## src/rtl/mmcm_reconfig_sequencer.sv

```systemverilog
// Sequences clock-profile changes for the MMCM DRP top: queues one host request, pulses SSTEP,
// waits for SRDY and a stable LOCKED, retries on timeout and reports DONE/ERR plus the active profile.
module mmcm_reconfig_sequencer #(
    parameter int STATE_W      = 8,
    parameter int NUM_STATES   = 5,
    parameter int SRDY_TIMEOUT = 4096,
    parameter int LOCK_TIMEOUT = 65535,
    parameter int LOCK_STABLE  = 64,
    parameter int MAX_RETRY    = 2
) (
    input  logic               CLKIN,
    input  logic               RST,
    input  logic               REQ_VALID,
    input  logic [STATE_W-1:0] REQ_STATE,
    output logic               REQ_READY,
    output logic               SSTEP,
    output logic [STATE_W-1:0] STATE,
    input  logic               SRDY,
    input  logic               LOCKED_IN,
    output logic               BUSY,
    output logic               DONE,
    output logic               ERR,
    output logic [1:0]         ERR_CODE,
    output logic [STATE_W-1:0] CUR_STATE,
    output logic               CUR_VALID
);

    localparam int SRDY_W  = $clog2(SRDY_TIMEOUT + 1);
    localparam int LOCK_W  = $clog2(LOCK_TIMEOUT + 1);
    localparam int STAB_W  = $clog2(LOCK_STABLE + 1);
    localparam int RETRY_W = (MAX_RETRY > 0) ? $clog2(MAX_RETRY + 1) : 1;

    localparam logic [SRDY_W-1:0]  SRDY_LAST   = SRDY_W'(SRDY_TIMEOUT - 1);
    localparam logic [LOCK_W-1:0]  LOCK_LIMIT  = LOCK_W'(LOCK_TIMEOUT);
    localparam logic [STAB_W-1:0]  STAB_LIMIT  = STAB_W'(LOCK_STABLE);
    localparam logic [RETRY_W-1:0] RETRY_LIMIT = RETRY_W'(MAX_RETRY);
    localparam logic [STATE_W:0]   IDX_LIMIT   = (STATE_W + 1)'(NUM_STATES);

    localparam logic [1:0] ERR_LOCK_LOST = 2'd0;
    localparam logic [1:0] ERR_SRDY_TO   = 2'd1;
    localparam logic [1:0] ERR_LOCK_TO   = 2'd2;
    localparam logic [1:0] ERR_BAD_IDX   = 2'd3;

    typedef enum logic [2:0] {
        S_IDLE      = 3'd0,
        S_CHECK     = 3'd1,
        S_ISSUE     = 3'd2,
        S_WAIT_SRDY = 3'd3,
        S_WAIT_LOCK = 3'd4,
        S_FINISH    = 3'd5
    } fsm_e;

    fsm_e               fsm_q, fsm_d;
    logic               pend_valid_q, pend_valid_d;
    logic [STATE_W-1:0] pend_idx_q, pend_idx_d;
    logic [STATE_W-1:0] idx_q, idx_d;
    logic [RETRY_W-1:0] retry_q, retry_d;
    logic [SRDY_W-1:0]  srdy_cnt_q, srdy_cnt_d;
    logic [LOCK_W-1:0]  tot_cnt_q, tot_cnt_d;
    logic [STAB_W-1:0]  stab_cnt_q, stab_cnt_d;
    logic               sstep_q, sstep_d;
    logic [STATE_W-1:0] state_q, state_d;
    logic               done_q, done_d;
    logic               err_q, err_d;
    logic [1:0]         err_code_q, err_code_d;
    logic [STATE_W-1:0] cur_state_q, cur_state_d;
    logic               cur_valid_q, cur_valid_d;
    logic               busy_q, busy_d;
    logic               ready_q, ready_d;
    logic               lock_meta_q, lock_sync_q;

    logic               accept_s;
    logic               go_issue_s;
    logic               timeout_s;
    logic [1:0]         to_code_s;
    logic [LOCK_W-1:0]  tot_next_s;
    logic [STAB_W-1:0]  stab_next_s;

    // Next-state, counter and output computation for the sequencer FSM and pending slot.
    always_comb begin
        fsm_d        = fsm_q;
        pend_valid_d = pend_valid_q;
        pend_idx_d   = pend_idx_q;
        idx_d        = idx_q;
        retry_d      = retry_q;
        srdy_cnt_d   = srdy_cnt_q;
        tot_cnt_d    = tot_cnt_q;
        stab_cnt_d   = stab_cnt_q;
        sstep_d      = 1'b0;
        state_d      = state_q;
        done_d       = 1'b0;
        err_d        = 1'b0;
        err_code_d   = err_code_q;
        cur_state_d  = cur_state_q;
        cur_valid_d  = cur_valid_q;
        go_issue_s   = 1'b0;
        timeout_s    = 1'b0;
        to_code_s    = ERR_SRDY_TO;
        tot_next_s   = tot_cnt_q + LOCK_W'(1);
        stab_next_s  = lock_sync_q ? (stab_cnt_q + STAB_W'(1)) : {STAB_W{1'b0}};

        accept_s = REQ_VALID & ready_q;
        if (accept_s) begin
            pend_valid_d = 1'b1;
            pend_idx_d   = REQ_STATE;
        end else begin
            pend_idx_d   = pend_idx_q;
        end

        case (fsm_q)
            S_IDLE: begin
                if (cur_valid_q && !lock_sync_q) begin
                    cur_valid_d = 1'b0;
                    err_d       = 1'b1;
                    err_code_d  = ERR_LOCK_LOST;
                end else begin
                    err_d       = 1'b0;
                end
                if (pend_valid_q) begin
                    fsm_d        = S_CHECK;
                    idx_d        = pend_idx_q;
                    pend_valid_d = 1'b0;
                end else begin
                    fsm_d        = S_IDLE;
                end
            end
            S_CHECK: begin
                if ({1'b0, idx_q} >= IDX_LIMIT) begin
                    err_d      = 1'b1;
                    err_code_d = ERR_BAD_IDX;
                    fsm_d      = S_IDLE;
                end else if (cur_valid_q && (idx_q == cur_state_q)) begin
                    done_d = 1'b1;
                    fsm_d  = S_IDLE;
                end else begin
                    retry_d    = {RETRY_W{1'b0}};
                    go_issue_s = 1'b1;
                end
            end
            S_ISSUE: begin
                srdy_cnt_d = {SRDY_W{1'b0}};
                fsm_d      = S_WAIT_SRDY;
            end
            S_WAIT_SRDY: begin
                // A completion seen on the final allowed cycle still counts as success.
                if (SRDY) begin
                    tot_cnt_d  = {LOCK_W{1'b0}};
                    stab_cnt_d = {STAB_W{1'b0}};
                    fsm_d      = S_WAIT_LOCK;
                end else if (srdy_cnt_q == SRDY_LAST) begin
                    timeout_s = 1'b1;
                    to_code_s = ERR_SRDY_TO;
                end else begin
                    srdy_cnt_d = srdy_cnt_q + SRDY_W'(1);
                end
            end
            S_WAIT_LOCK: begin
                if (tot_next_s == LOCK_LIMIT) begin
                    timeout_s = 1'b1;
                    to_code_s = ERR_LOCK_TO;
                end else if (stab_next_s == STAB_LIMIT) begin
                    // Result becomes visible for the single FINISH cycle.
                    fsm_d       = S_FINISH;
                    cur_state_d = state_q;
                    cur_valid_d = 1'b1;
                    done_d      = 1'b1;
                end else begin
                    tot_cnt_d  = tot_next_s;
                    stab_cnt_d = stab_next_s;
                end
            end
            S_FINISH: begin
                fsm_d = S_IDLE;
            end
            default: begin
                fsm_d = S_IDLE;
            end
        endcase

        if (timeout_s) begin
            if (retry_q < RETRY_LIMIT) begin
                retry_d    = retry_q + RETRY_W'(1);
                go_issue_s = 1'b1;
            end else begin
                err_d      = 1'b1;
                err_code_d = to_code_s;
                fsm_d      = S_IDLE;
            end
        end else begin
            retry_d = retry_d;
        end

        if (go_issue_s) begin
            fsm_d       = S_ISSUE;
            sstep_d     = 1'b1;
            state_d     = idx_q;
            cur_valid_d = 1'b0;
        end else begin
            sstep_d = sstep_d;
        end

        ready_d = ~pend_valid_d;
        busy_d  = (fsm_d != S_IDLE) | pend_valid_d;
    end

    // State, counters, registered outputs and the LOCKED synchroniser.
    always_ff @(posedge CLKIN or posedge RST) begin
        if (RST) begin
            fsm_q        <= S_IDLE;
            pend_valid_q <= 1'b0;
            pend_idx_q   <= {STATE_W{1'b0}};
            idx_q        <= {STATE_W{1'b0}};
            retry_q      <= {RETRY_W{1'b0}};
            srdy_cnt_q   <= {SRDY_W{1'b0}};
            tot_cnt_q    <= {LOCK_W{1'b0}};
            stab_cnt_q   <= {STAB_W{1'b0}};
            sstep_q      <= 1'b0;
            state_q      <= {STATE_W{1'b0}};
            done_q       <= 1'b0;
            err_q        <= 1'b0;
            err_code_q   <= 2'd0;
            cur_state_q  <= {STATE_W{1'b0}};
            cur_valid_q  <= 1'b0;
            busy_q       <= 1'b0;
            ready_q      <= 1'b1;
            lock_meta_q  <= 1'b0;
            lock_sync_q  <= 1'b0;
        end else begin
            fsm_q        <= fsm_d;
            pend_valid_q <= pend_valid_d;
            pend_idx_q   <= pend_idx_d;
            idx_q        <= idx_d;
            retry_q      <= retry_d;
            srdy_cnt_q   <= srdy_cnt_d;
            tot_cnt_q    <= tot_cnt_d;
            stab_cnt_q   <= stab_cnt_d;
            sstep_q      <= sstep_d;
            state_q      <= state_d;
            done_q       <= done_d;
            err_q        <= err_d;
            err_code_q   <= err_code_d;
            cur_state_q  <= cur_state_d;
            cur_valid_q  <= cur_valid_d;
            busy_q       <= busy_d;
            ready_q      <= ready_d;
            lock_meta_q  <= LOCKED_IN;
            lock_sync_q  <= lock_meta_q;
        end
    end

    assign REQ_READY = ready_q;
    assign SSTEP     = sstep_q;
    assign STATE     = state_q;
    assign BUSY      = busy_q;
    assign DONE      = done_q;
    assign ERR       = err_q;
    assign ERR_CODE  = err_code_q;
    assign CUR_STATE = cur_state_q;
    assign CUR_VALID = cur_valid_q;

endmodule
```

## config.mk

```make
export PLATFORM = sky130hd
export DESIGN_NAME = mmcm_reconfig_sequencer
export DESIGN_NICKNAME = d
export VERILOG_FILES = /design/src/rtl/mmcm_reconfig_sequencer.sv
export SDC_FILE = /design/constraint.sdc
export NUM_CORES = 1
export LEC_CHECK = 0
export ABC_AREA = 1
export CORE_AREA = 4 4 93 95
export DETAILED_ROUTE_END_ITERATION = 10
export DIE_AREA = 0 0 97 99
export GPL_TIMING_DRIVEN = 0
export PLACE_DENSITY = 0.78
export SYNTH_ARGS = -nofsm -noshare
export SYNTH_HDL_FRONTEND = slang
export SYNTH_SLANG_ARGS = --single-unit
```

## constraint.sdc

```tcl
create_clock -name CLKIN -period 3.6 [get_ports CLKIN]
set_input_delay 0.72 -clock CLKIN [delete_from_list [all_inputs] [get_ports CLKIN]]
set_output_delay 0.72 -clock CLKIN [all_outputs]
set_load 0.01 [all_outputs]
```

# == After elaboration in Yosys (flattened, before gate mapping) ==
# Index checks and enable logic that the tools add are counted.
# word_totals
ff_bits,84
latchBits,0
mem_bits_rw,0
romBits,0
word_cells,120
memories,0
# classes
n_addsub,4
mul,0
div,0
magnitude_cmp,2
n_eq_ne,16
shift,0
mux,62
bitwise_logic,4
n_reduce_logical,13
# ops
cell,n
$mux W16,3
$pmux W16 S2,1
$mux W7,4
$mux W13,2
$pmux W13 S2,1
$mux W1,25
$mux W3,8
$mux W2,11
$add A16 B1 Y16 const B,1
$eq A16 B16 Y1 const B,1
$pmux W3 S5,1
$pmux W7 S2,1
$add A13 B1 Y13 const B,1
$eq A13 B12 Y1 const B,1
$ne A2 B2 Y1 const B,5
$ne A3 B3 Y1 const B,3
$eq A8 B8 Y1,1
$ge A8 B3 Y1 const B,1
$pmux W1 S2,4
$reduce_and A4 Y1,2
$add A7 B1 Y7 const B,1
$eq A7 B7 Y1 const B,1
$eq A3 B2 Y1 const B,2
$reduce_and A3 Y1,2
14 further kinds,18

# == Logic depth before layout (Yosys ltp) ==
# Gate-level depths: netlist (run 1).
# logic_depth
ltp_word,11
depth_mapped,16
mapped_depth_nobuf,16

# == Least setup slack after synthesis (run 1) ==
# Ideal clock, no wire load.
# synth_timing
path_type,reg-to-reg
startpoint,register tot_cnt_q[1]
endpoint,register cur_state_q[1] (netlist: CUR_STATE[1])
setup_ps,128
t_arrival_ps,1990
required_time_ps,3472
slack_ps,1483
path_stages_with_launch,14
path_buffers,1
period_less_slack_ps,2117
cell_sequence,dfrtp_1 ha_1 nand2_1 nor2_4 nand2_1 nand2_1 nand3_1 nor2_1 nand2_1 nor2_4 nand2_1 nand2_1 buf_4 mux2_1
# synth_via
elab_chain_cells,4
# synth_lines
item,line_no,rtl
from (decl),59,"logic [LOCK_W-1:0] tot_cnt_q, tot_cnt_d;"
from (signal assigned),215,tot_cnt_q <= {LOCK_W{1'b0}};
from (signal assigned),235,tot_cnt_q <= tot_cnt_d;
$add A16 B1 Y16,99,tot_next_s = tot_cnt_q + LOCK_W'(1);
$eq A16 B16 Y1,158,if (tot_next_s == LOCK_LIMIT) begin
$not A1 Y1 (no line),n/a,
$reduce_and A3 Y1 (no line),n/a,
to (signal assigned),222,cur_state_q <= {STATE_W{1'b0}};
to (signal assigned),242,cur_state_q <= cur_state_d;
to (decl),66,"logic [STATE_W-1:0] cur_state_q, cur_state_d;"
# No other way between the ends.
# A chain may end at the register's enable or synchronous reset.

# == Worst setup path after layout (run 1) ==
# layout_timing
startpoint,register tot_cnt_q[1]
endpoint,register cur_state_q[0] (netlist: CUR_STATE[0])
# Same word-level chain as after synthesis.

==> results of run 1 <==
critical path, cell delays in order (launching register included):
cell and delay, ps:
sky130_fd_sc_hd__dfrtp_1 430, sky130_fd_sc_hd__ha_1 290, sky130_fd_sc_hd__nand2_1 130, sky130_fd_sc_hd__nor2_4 140, sky130_fd_sc_hd__nand2_1 70, sky130_fd_sc_hd__nand2_1 90, sky130_fd_sc_hd__nand3_1 100, sky130_fd_sc_hd__nor2_1 120
sky130_fd_sc_hd__nand2_1 90, sky130_fd_sc_hd__nor2_4 130, sky130_fd_sc_hd__nand2_1 90, sky130_fd_sc_hd__nand2_1 150, sky130_fd_sc_hd__buf_4 210, sky130_fd_sc_hd__mux2_1 340
placed cells by master, fill, tap and decap left out, types with 3 or more instances in the layout:
master,n
sky130_fd_sc_hd__nand3_1,36
sky130_fd_sc_hd__nor4_1,3
sky130_fd_sc_hd__nand2_2,10
sky130_fd_sc_hd__a21oi_1,30
sky130_fd_sc_hd__clkbuf_1,5
sky130_fd_sc_hd__clkinv_4,3
sky130_fd_sc_hd__nand4_1,15
sky130_fd_sc_hd__nand2_1,135
sky130_fd_sc_hd__o21ai_2,4
sky130_fd_sc_hd__inv_1,68
sky130_fd_sc_hd__xor2_1,5
sky130_fd_sc_hd__nor3_1,9
sky130_fd_sc_hd__o21ai_0,18
sky130_fd_sc_hd__nor2_4,6
sky130_fd_sc_hd__nor2_1,64
sky130_fd_sc_hd__mux2_1,3
sky130_fd_sc_hd__clkbuf_8,9
sky130_fd_sc_hd__nor2_2,5
sky130_fd_sc_hd__dfrtp_1,83
sky130_fd_sc_hd__ha_1,4
sky130_fd_sc_hd__o21ai_1,10
sky130_fd_sc_hd__o31ai_1,11
sky130_fd_sc_hd__clkdlybuf4s50_1,36
routing by layer:
layer / track usage, % / vias up
met3: 5.38 / 19
met2: 35.2 / 87
met4: 8.32 / 0
met5: 0 / -
met1: 28.1 / 1781
li1: - / 1908
worst paths after layout:
kind                                    from       endpoint  slack (ps)  cells past startpoint
worst min-delay path             lock_meta_q    lock_sync_q         360                      0
max in group asynchronous                RST  tot_cnt_q[10]        2220                      3
min in group asynchronous                RST  pend_idx_q[3]         760                      2
worst min register to register   lock_meta_q    lock_sync_q         360                      0
worst max-delay path            tot_cnt_q[1]   CUR_STATE[0]        1100                     13
worst max register to register  tot_cnt_q[1]   CUR_STATE[0]        1100                     13
through the flow:
stage | setup slack (ps) | TNS [ps] | cells | total power [mW] | instance area, um^2
floorplan | 717 | 0 | 557 | 1.95 | 4450
global placement | -579 | -47700 | 695 | 2.25 | 4940
global route | 871 | 0 | 712 | 3.13 | 5140
finish | 1100 | 0 | 712 | 2.90 | 5140
detailed placement | 1120 | 0 | 696 | 2.29 | 4960
CTS | 1090 | 0 | 712 | 2.93 | 5140
power by group through the flow:
stage                     Combinational (mW)  Sequential, mW  Clock (mW)
after floorplan                        0.614            1.33           0
final                                  0.949            1.33       0.626
after CTS                              0.955            1.33       0.641
after global placement                 0.915            1.34           0
after global routing                    1.08            1.36       0.687
after detailed placement               0.950            1.34           0
cell type report:
class / count / area [um^2] / area share [%]
flip-flops and latches: 84 / 2100 / 40.9
well taps: 102 / 128 / 2.48
plain buffers: 13 / 101 / 1.97
multi-input cells: 389 / 1980 / 38.5
clock buffers: 9 / 124 / 2.41
clock inverters: 7 / 58.8 / 1.14
inverters: 71 / 269 / 5.23
repair buffers: 37 / 380 / 7.39
flip-flops by register name (all words and copies together) (netlist names), 2 cells and up:
name and flops:
CUR_STATE 8, tot_cnt_q 16, idx_q 8, srdy_cnt_q 13, stab_cnt_q 7, pend_idx_q 8
retry_q 2, STATE 8, ERR_CODE 2, fsm_q 3
synthesized netlist by cell type:
master / number
sky130_fd_sc_hd__o211ai_1: 1
sky130_fd_sc_hd__mux2_1: 3
sky130_fd_sc_hd__nand3_2: 1
sky130_fd_sc_hd__mux2_2: 2
sky130_fd_sc_hd__nand3b_1: 2
sky130_fd_sc_hd__or2_2: 1
sky130_fd_sc_hd__nand2_2: 10
sky130_fd_sc_hd__o21ai_2: 4
sky130_fd_sc_hd__or3_1: 1
sky130_fd_sc_hd__clkbuf_1: 5
sky130_fd_sc_hd__nor2_4: 6
sky130_fd_sc_hd__nor3b_1: 1
sky130_fd_sc_hd__buf_12: 1
sky130_fd_sc_hd__nand2_8: 1
sky130_fd_sc_hd__nand3_1: 36
sky130_fd_sc_hd__a21oi_1: 30
sky130_fd_sc_hd__o21ai_0: 18
sky130_fd_sc_hd__ha_1: 4
sky130_fd_sc_hd__o21ai_1: 10
sky130_fd_sc_hd__and3_1: 1
sky130_fd_sc_hd__nor3_1: 9
sky130_fd_sc_hd__nor4_1: 3
sky130_fd_sc_hd__nor2_1: 64
sky130_fd_sc_hd__buf_2: 2
sky130_fd_sc_hd__nand2_1: 135
sky130_fd_sc_hd__nand3_4: 1
sky130_fd_sc_hd__o21bai_1: 2
sky130_fd_sc_hd__buf_4: 2
sky130_fd_sc_hd__a21oi_2: 1
sky130_fd_sc_hd__o22ai_1: 1
sky130_fd_sc_hd__o31ai_1: 11
sky130_fd_sc_hd__xor2_1: 5
sky130_fd_sc_hd__buf_8: 1
sky130_fd_sc_hd__dfrtp_1: 83
sky130_fd_sc_hd__a2bb2oi_1: 1
sky130_fd_sc_hd__nand4_1: 15
sky130_fd_sc_hd__dfstp_2: 1
sky130_fd_sc_hd__nand2_4: 2
sky130_fd_sc_hd__nor2_2: 5
sky130_fd_sc_hd__inv_1: 69
sky130_fd_sc_hd__xnor2_1: 2
sky130_fd_sc_hd__inv_2: 2
sky130_fd_sc_hd__buf_6: 2
logic make-up after synthesis:
| logic type | Yosys count |
|---|---|
| simple gates | 294 |
| buf+inv | 84 |
| flops | 84 |
| compound gates | 79 |
| xor+xnor | 7 |
| mux | 5 |
| fa+ha+maj | 4 |
==> results by stage, run 1 <==
Setup path:
- The worst setup path is launched from a flop.
- At the worst endpoint, the arrival time is 2740 ps.
- The required time at the worst-slack endpoint is 3840 ps.
- The path type of the worst setup path is flop to flop.
- The worst setup path is captured at a flop.
- Along the worst path, the maximum fanout reaches 10.

Placed design:
- The count of input and output buffers is 36.
- The HPWL after detailed placement is 7.35 mm.
- Routability-driven placement finished with a final weighted congestion of 0.900.

STA:
- The total count of max-transition violations in the final report is 0.
- Setup repair after global routing left no endpoint under its margin.
- The shortest period the worst path allows is 2500 ps.
- For the final database, setup skew stands at 10.5 ps.
- The hold violation total from the final report is 0.
- Static timing analysis puts the maximum clock frequency at 400 MHz.
- At the pin with the least slew margin, the transition time is 526 ps.
- The smallest hold slack is around 360 ps.
- The worst slew slack as a fraction of its limit is 65.0%.
- The worst path uses 69.5% of the clock period.
- Setup violations remaining at the end of the flow were counted as 0.

Logic synthesis:
- The number of standard cells after synthesis is 557.
- Yosys attributes the largest share of cell area to sky130_fd_sc_hd__dfrtp_1 47%, sky130_fd_sc_hd__nand2_1 11%, sky130_fd_sc_hd__inv_1 5.8%, sky130_fd_sc_hd__nor2_1 5.4%, sky130_fd_sc_hd__nand3_1 4.0%.
- The mux cell area share after synthesis is approximately 1.3%.
- After Yosys synthesis, full adders, half adders and majority gates account for ~1.1% of the synthesized area.
- The number of distinct library cells after synthesis is 43.
- The post-synthesis compound-gate area fraction is 10.2%.
- For this run, the number of Yosys warnings is 0.
- For this run, the register share of the synthesized area comes to 47.3%.
- The average instance area after synthesis is 7.99 um^2.
- Of the total synthesized cell area, the portion taken by AND, OR, NAND and NOR gates is 30.5%.
- The post-synthesis xor/xnor area fraction is 1.38%.
- Of all cell types, the one taking the most synthesized area is sky130_fd_sc_hd__dfrtp_1.
- Counting every net in the synthesized netlist gives 574.
- By area, the combinational part of the netlist is dominated by simple AND/OR/NAND/NOR gates.
- The number of synthesized register bits is 84.
- Summed over its instances, the top area cell type makes up between 40% and 50% of the synthesized netlist area.
- The cell area that synthesis handed to floorplanning was 0.00445 mm^2.

Routing:
- The detailed router finished its first iteration with 206 violations.
- In the routed design, unresolved DRC markers number 0.
- The detailed-route vias per instance is 5.33.
- Once detail routing completed, the nets flagged for antenna violations numbered 0.
- The total length of routed met2 wires is 4.71 mm.
- The total detailed-routing wirelength is 9.79 mm.
- The met1 wire length is ~4.4 mm.
- The uppermost signal routing layer after detailed routing is met4.
- Wire segments on met3 add up to 434 um in the final route.
- The via count of the routed design is 3795.
- In the final routed layout, each cell accounts on average for 13.7 um.
- The first-pass detailed-route iteration total is 5.

Clock tree:
- The count of instances resized after the clock tree is built is 0.
- In this run, CTS created clock tree buffers numbering 9.
- The number of hold buffers added after CTS was 0.
- The post-CTS clock slew at the launch and capture registers of the worst setup and hold paths is 90 ps.
- TritonCTS built the clock tree.
- In this run the post-CTS setup repair buffer count came out at 0.
- The cell sitting at the root of the clock tree is a sky130_fd_sc_hd__clkbuf_8.
- The CTS sink count is 84.
- The buffer depth of the longest clock path is 2.
- The latest clock arrival within the worst-skew pair is 350 ps.
- The count of H-tree levels built during CTS is 3.

Finish:
- Of the cells placed in the final design, the portion with a size suffix greater than 1 is around 10%.
- The net total in the final layout is 622.
- The number of antenna diodes in the final layout is 0.
- The utilization of the core after routing is 66.6%.
- The filler cell count in the final layout is between 600 and 700.
- Compared with the post-synthesis result, the final layout area differs by 15.6%.

Floorplanning:
- The number of cell rows is 32.
- The height of the chip is between 90 and 100 um.
- The placeable core region is 0.00773 mm^2.
- The total die area is 0.00960 mm^2.
- The top-level port count is 37.
- Once the floorplan was initialized, standard cells occupied 57.6% of the core.
- Measured along the x axis, the die boundary spans roughly 97 um.

Global routing:
- Global routing used 21.7% of the available tracks.
- The initial antenna violation count came to 0.
- The remaining global-route overflow is 0.
- The maximum number of pins on one net before global-route repair is 44.
- The number of global-route vias before repair is about 3800.
- The first global-routing pass estimated between 15 and 20 mm of wire.

Pwr:
- The ratio of total power to cell area is 564 mW/mm^2.
- The portion of total power attributed to the clock network is 21.6%.
- The combinational cell fraction of total power is 32.7%.
- Of the total power, the share spent switching nets is around 39%.
- IR analysis of the VDD net gives a maximum drop of 0.457 mV.
- Summed over all cells, the static leakage comes to approximately 2.3 nW.
- The part of the total power dissipated in sequential elements is 45.7%.
- The internal power of the cells totals about 1.8 mW.
- The switching power of the nets is 1.12 mW.

Hold path:
- The worst hold path belongs to the class flop to flop.

Job:
- Max-cap violations in this run came to 0.

Run status:
- The run finished with clean final reports.
Power figures use the tool's default switching activity.
==> inputs of run 2 (changes only) <==
clock period = 2.55 ns   (was 3.6 ns; I/O delays follow)
==> run 2 against run 1 <==
Fmax up 6.9%. Register-to-register slack worse by 890 ps. First-iteration DRC count down 31%. Clock-buffer cell count unchanged. Highest routed layer unchanged.
==> results by stage, run 2 (synthesis gave the netlist of run 1 again) <==
Hold path:
- The type of the worst min-delay path is flop to flop (unchanged).
- The beginning of the worst hold path is lock_meta_q (unchanged).

Routing:
- The total detailed-routing wirelength is 9.62 mm (was 9.79 mm).
- The number of nets with antenna violations after routing is 0 (unchanged).
- The routed length per placed instance is 13.5 um (was 13.7 um).
- The first-pass detailed-route iteration total is 5 (unchanged).
- The via count of the routed design is 3840 (was 3795).
- The detailed-route DRC error count is 0 (unchanged).
- The detailed-route vias per instance was 5.37 (was 5.33).
- The violation count after the first detailed-routing iteration came to 142 (was 206).

Placed design:
- The count of input and output buffers is 36 (unchanged).
- The instance count after placement with tap cells included is 697 (was 696).
- The weighted congestion reported at the end of routability-driven placement was 0.960 (was 0.900).
- The sum of net half-perimeters after detailed placement is 7.10 mm (was 7.35 mm).

Setup path:
- Chain of cells forming the critical path: ha_4 -> nand2_1 -> nor2_4 -> nand2_1 -> nand2_1 -> nand2_1 -> nor2_1 -> nand3_2 -> nor2_4 -> nand2_1 -> nand2_2 -> buf_6 -> mux2_1 (was ha_1 -> nand2_1 -> nor2_4 -> nand2_1 -> nand2_1 -> nand3_1 -> nor2_1 -> nand2_1 -> nor2_4 -> nand2_1 -> nand2_1 -> buf_4 -> mux2_1).
- The cell seen most often among critical-path stages is sky130_fd_sc_hd__nand2_1 (unchanged).
- The largest fanout of any net on the critical path came to 10 (unchanged).
- The master of the slowest instance on the critical path is sky130_fd_sc_hd__dfrtp_1 (unchanged).
- The kind of capture point of the worst setup path is a flop (unchanged).
- The type of origin of the critical path is a flop (unchanged).
- The origin of the critical flop-to-flop path is tot_cnt_q[0] (was tot_cnt_q[1]).
- The source of the critical timing path is tot_cnt_q[0] (was tot_cnt_q[1]).
- The required time at the worst-slack endpoint is 2790 ps (was 3840 ps).
- The stage delay of the slowest cell on the critical path came to 420 ps (was 430 ps).
- The data arrival time at the worst-slack endpoint is 2580 ps (was 2740 ps).
- The path type of the worst setup path is flop to flop (unchanged).

Global routing:
- The initial antenna violation count is 0 (unchanged).
- The global-route wire length before repair is 16.9 mm (was 17.1 mm).
- The maximum number of pins on one net before global-route repair is 45 (was 44).
- The number of global-route vias before repair is 3875 (was 3771).
- The global router's overall resource usage was 21.3% (was 21.7%).
- The remaining global-route overflow is 0 (unchanged).

STA:
- The total count of max-transition violations in the final report is 0 (unchanged).
- The worst slew slack as a fraction of its limit is 66.2% (was 65.0%).
- The hold violation total from the final report is 0 (unchanged).
- The maximum clock rate is 428 MHz (was 400 MHz).
- The fraction of the cycle the final worst path needs is 91.7% (was 69.5%).
- The total negative slack for setup checks was 0 ps (unchanged).
- The smallest hold slack is 355 ps (was 357 ps).
- Setup repair after global routing missed its margin: no (unchanged).
- The final clock skew is 7.20 ps (was 10.5 ps).
- The final-report setup violation count is 0 (unchanged).
- The shortest period the worst path allows came to 2340 ps (was 2500 ps).
- The measured slew at the worst slew-check pin was 508 ps (was 526 ps).

Floorplanning:
- The top-level port count is 37 (unchanged).
- The die width is 97 um (unchanged).
- The effective utilization at floorplan is 57.6% (unchanged).
- The number of cell rows is 32 (unchanged).
- The height of the chip was 99 um (unchanged).
- The total die area is 0.00960 mm^2 (unchanged).
- The placeable core region came to 0.00773 mm^2 (unchanged).

Clock tree:
- The total CTS buffers is 9 (unchanged).
- The CTS tree is built (unchanged).
- The post-CTS clock slew at the launch and capture registers of the worst setup and hold paths came to 90 ps (about the same).
- The CTS sink count is 84 (unchanged).
- The count of H-tree levels built during CTS is 3 (unchanged).
- The buffer type at the clock tree root is sky130_fd_sc_hd__clkbuf_8 (unchanged).
- The latest clock arrival within the worst-skew pair came to 360 ps (was 350 ps).
- The buffer depth of the longest clock path is 2 (unchanged).

Finish:
- The share of post-route cells with drive strength above 1 is 11.1% (was 10.3%).
- The area added between synthesis and finish is 16.8% (was 15.6%).
- The leading cell type in the layout, fill and taps excluded is sky130_fd_sc_hd__nand2_1 (unchanged).
- The count of antenna diodes in the layout is 0 (unchanged).
- The net total in the final layout is 625 (was 622).
- The flip-flop count of the largest register after layout is 16 (unchanged).
- Registers with the most flip-flops: tot_cnt_q x16, srdy_cnt_q x13 (unchanged).
- Commonest non-fill, non-tap cells in the layout: 134 x sky130_fd_sc_hd__nand2_1, 83 x sky130_fd_sc_hd__dfrtp_1, 68 x sky130_fd_sc_hd__inv_1 (was 135 x sky130_fd_sc_hd__nand2_1, 83 x sky130_fd_sc_hd__dfrtp_1, 68 x sky130_fd_sc_hd__inv_1).
- The register containing the most flip-flops in the final layout is tot_cnt_q (unchanged).
- The final cell count without fillers was 715 (was 712).

Run status:
- Result of the run: completed (unchanged).

Pwr:
- The leakage power total is 2.32 nW (was 2.31 nW).
- The worst voltage drop across the vdd grid was 0.504 mV (was 0.457 mV).
- The ratio of total power to cell area is 788 mW/mm^2 (was 564 mW/mm^2).

Job:
- The count of maximum capacitance violations is 0 (unchanged).
run 2: worst max-delay path: cells and delay by family (launching register included):
family        cells  cell delay, ps
simple gates     10            1120
buf+inv           1             160
fa+ha+maj         1             190
mux               1             320
flops             1             420
run 2: final cells by class:
| class | count | area (um^2) |
|---|---|---|
| Clock buffer | 9 | 124 |
| Buffer | 13 | 105 |
| Tap cell | 102 | 128 |
| Timing Repair Buffer | 40 | 415 |
| Fill cell | 655 | 2530 |
| Sequential cell | 84 | 2100 |
| Clock inverter | 7 | 60.1 |
| Inverter | 71 | 270 |
| Multi-Input combinational cell | 389 | 1990 |
run 2: worst paths after layout:
path	end	slack, ps	cells past startpoint
worst min-delay path	lock_sync_q	350	0
max in group asynchronous	REQ_READY	1580	3
worst max-delay path	CUR_STATE[1]	210	13
worst max register to register	CUR_STATE[1]	210	13
min in group asynchronous	lock_meta_q	430	2
worst min register to register	lock_sync_q	350	0
run 2: routing by layer:
metal | share of wire, % | vias to the layer above | global-route usage (%)
li1 | - | 1908 | -
met1 | 45 | 1827 | 26.8
met2 | 48 | 81 | 35.9
met3 | 3.8 | 24 | 3.26
met4 | 2.7 | 0 | 10.4
met5 | 0 | - | 0
run 2: power by group:
| group | internal [mW] | leakage [nW] | switching (mW) |
|---|---|---|---|
| Clock | 0.367 | 0.0840 | 0.519 |
| Combinational | 0.511 | 1.15 | 0.823 |
| Sequential | 1.65 | 1.08 | 0.230 |
| Total | 2.53 | 2.32 | 1.57 |
run 2: what timing repair did:
item	CTS	global route
endpoints found under the setup margin	3	7
hold buffers	0	0
buffers inserted	0	2
pin swaps	0	0
gates resized for setup	1	3
run 2: through the flow:
stage | instance area [um^2] | utilization, % | total power [mW] | setup WS (ps)
floorplan | 4450 | - | 2.75 | 433
global placement | 4940 | 64.0 | 3.19 | 86.3
detailed placement | 4980 | 64.5 | 3.22 | -12.0
CTS | 5170 | 66.9 | 4.12 | 28.9
global route | 5200 | 67.3 | 4.40 | 25.4
finish | 5200 | 67.3 | 4.10 | 211
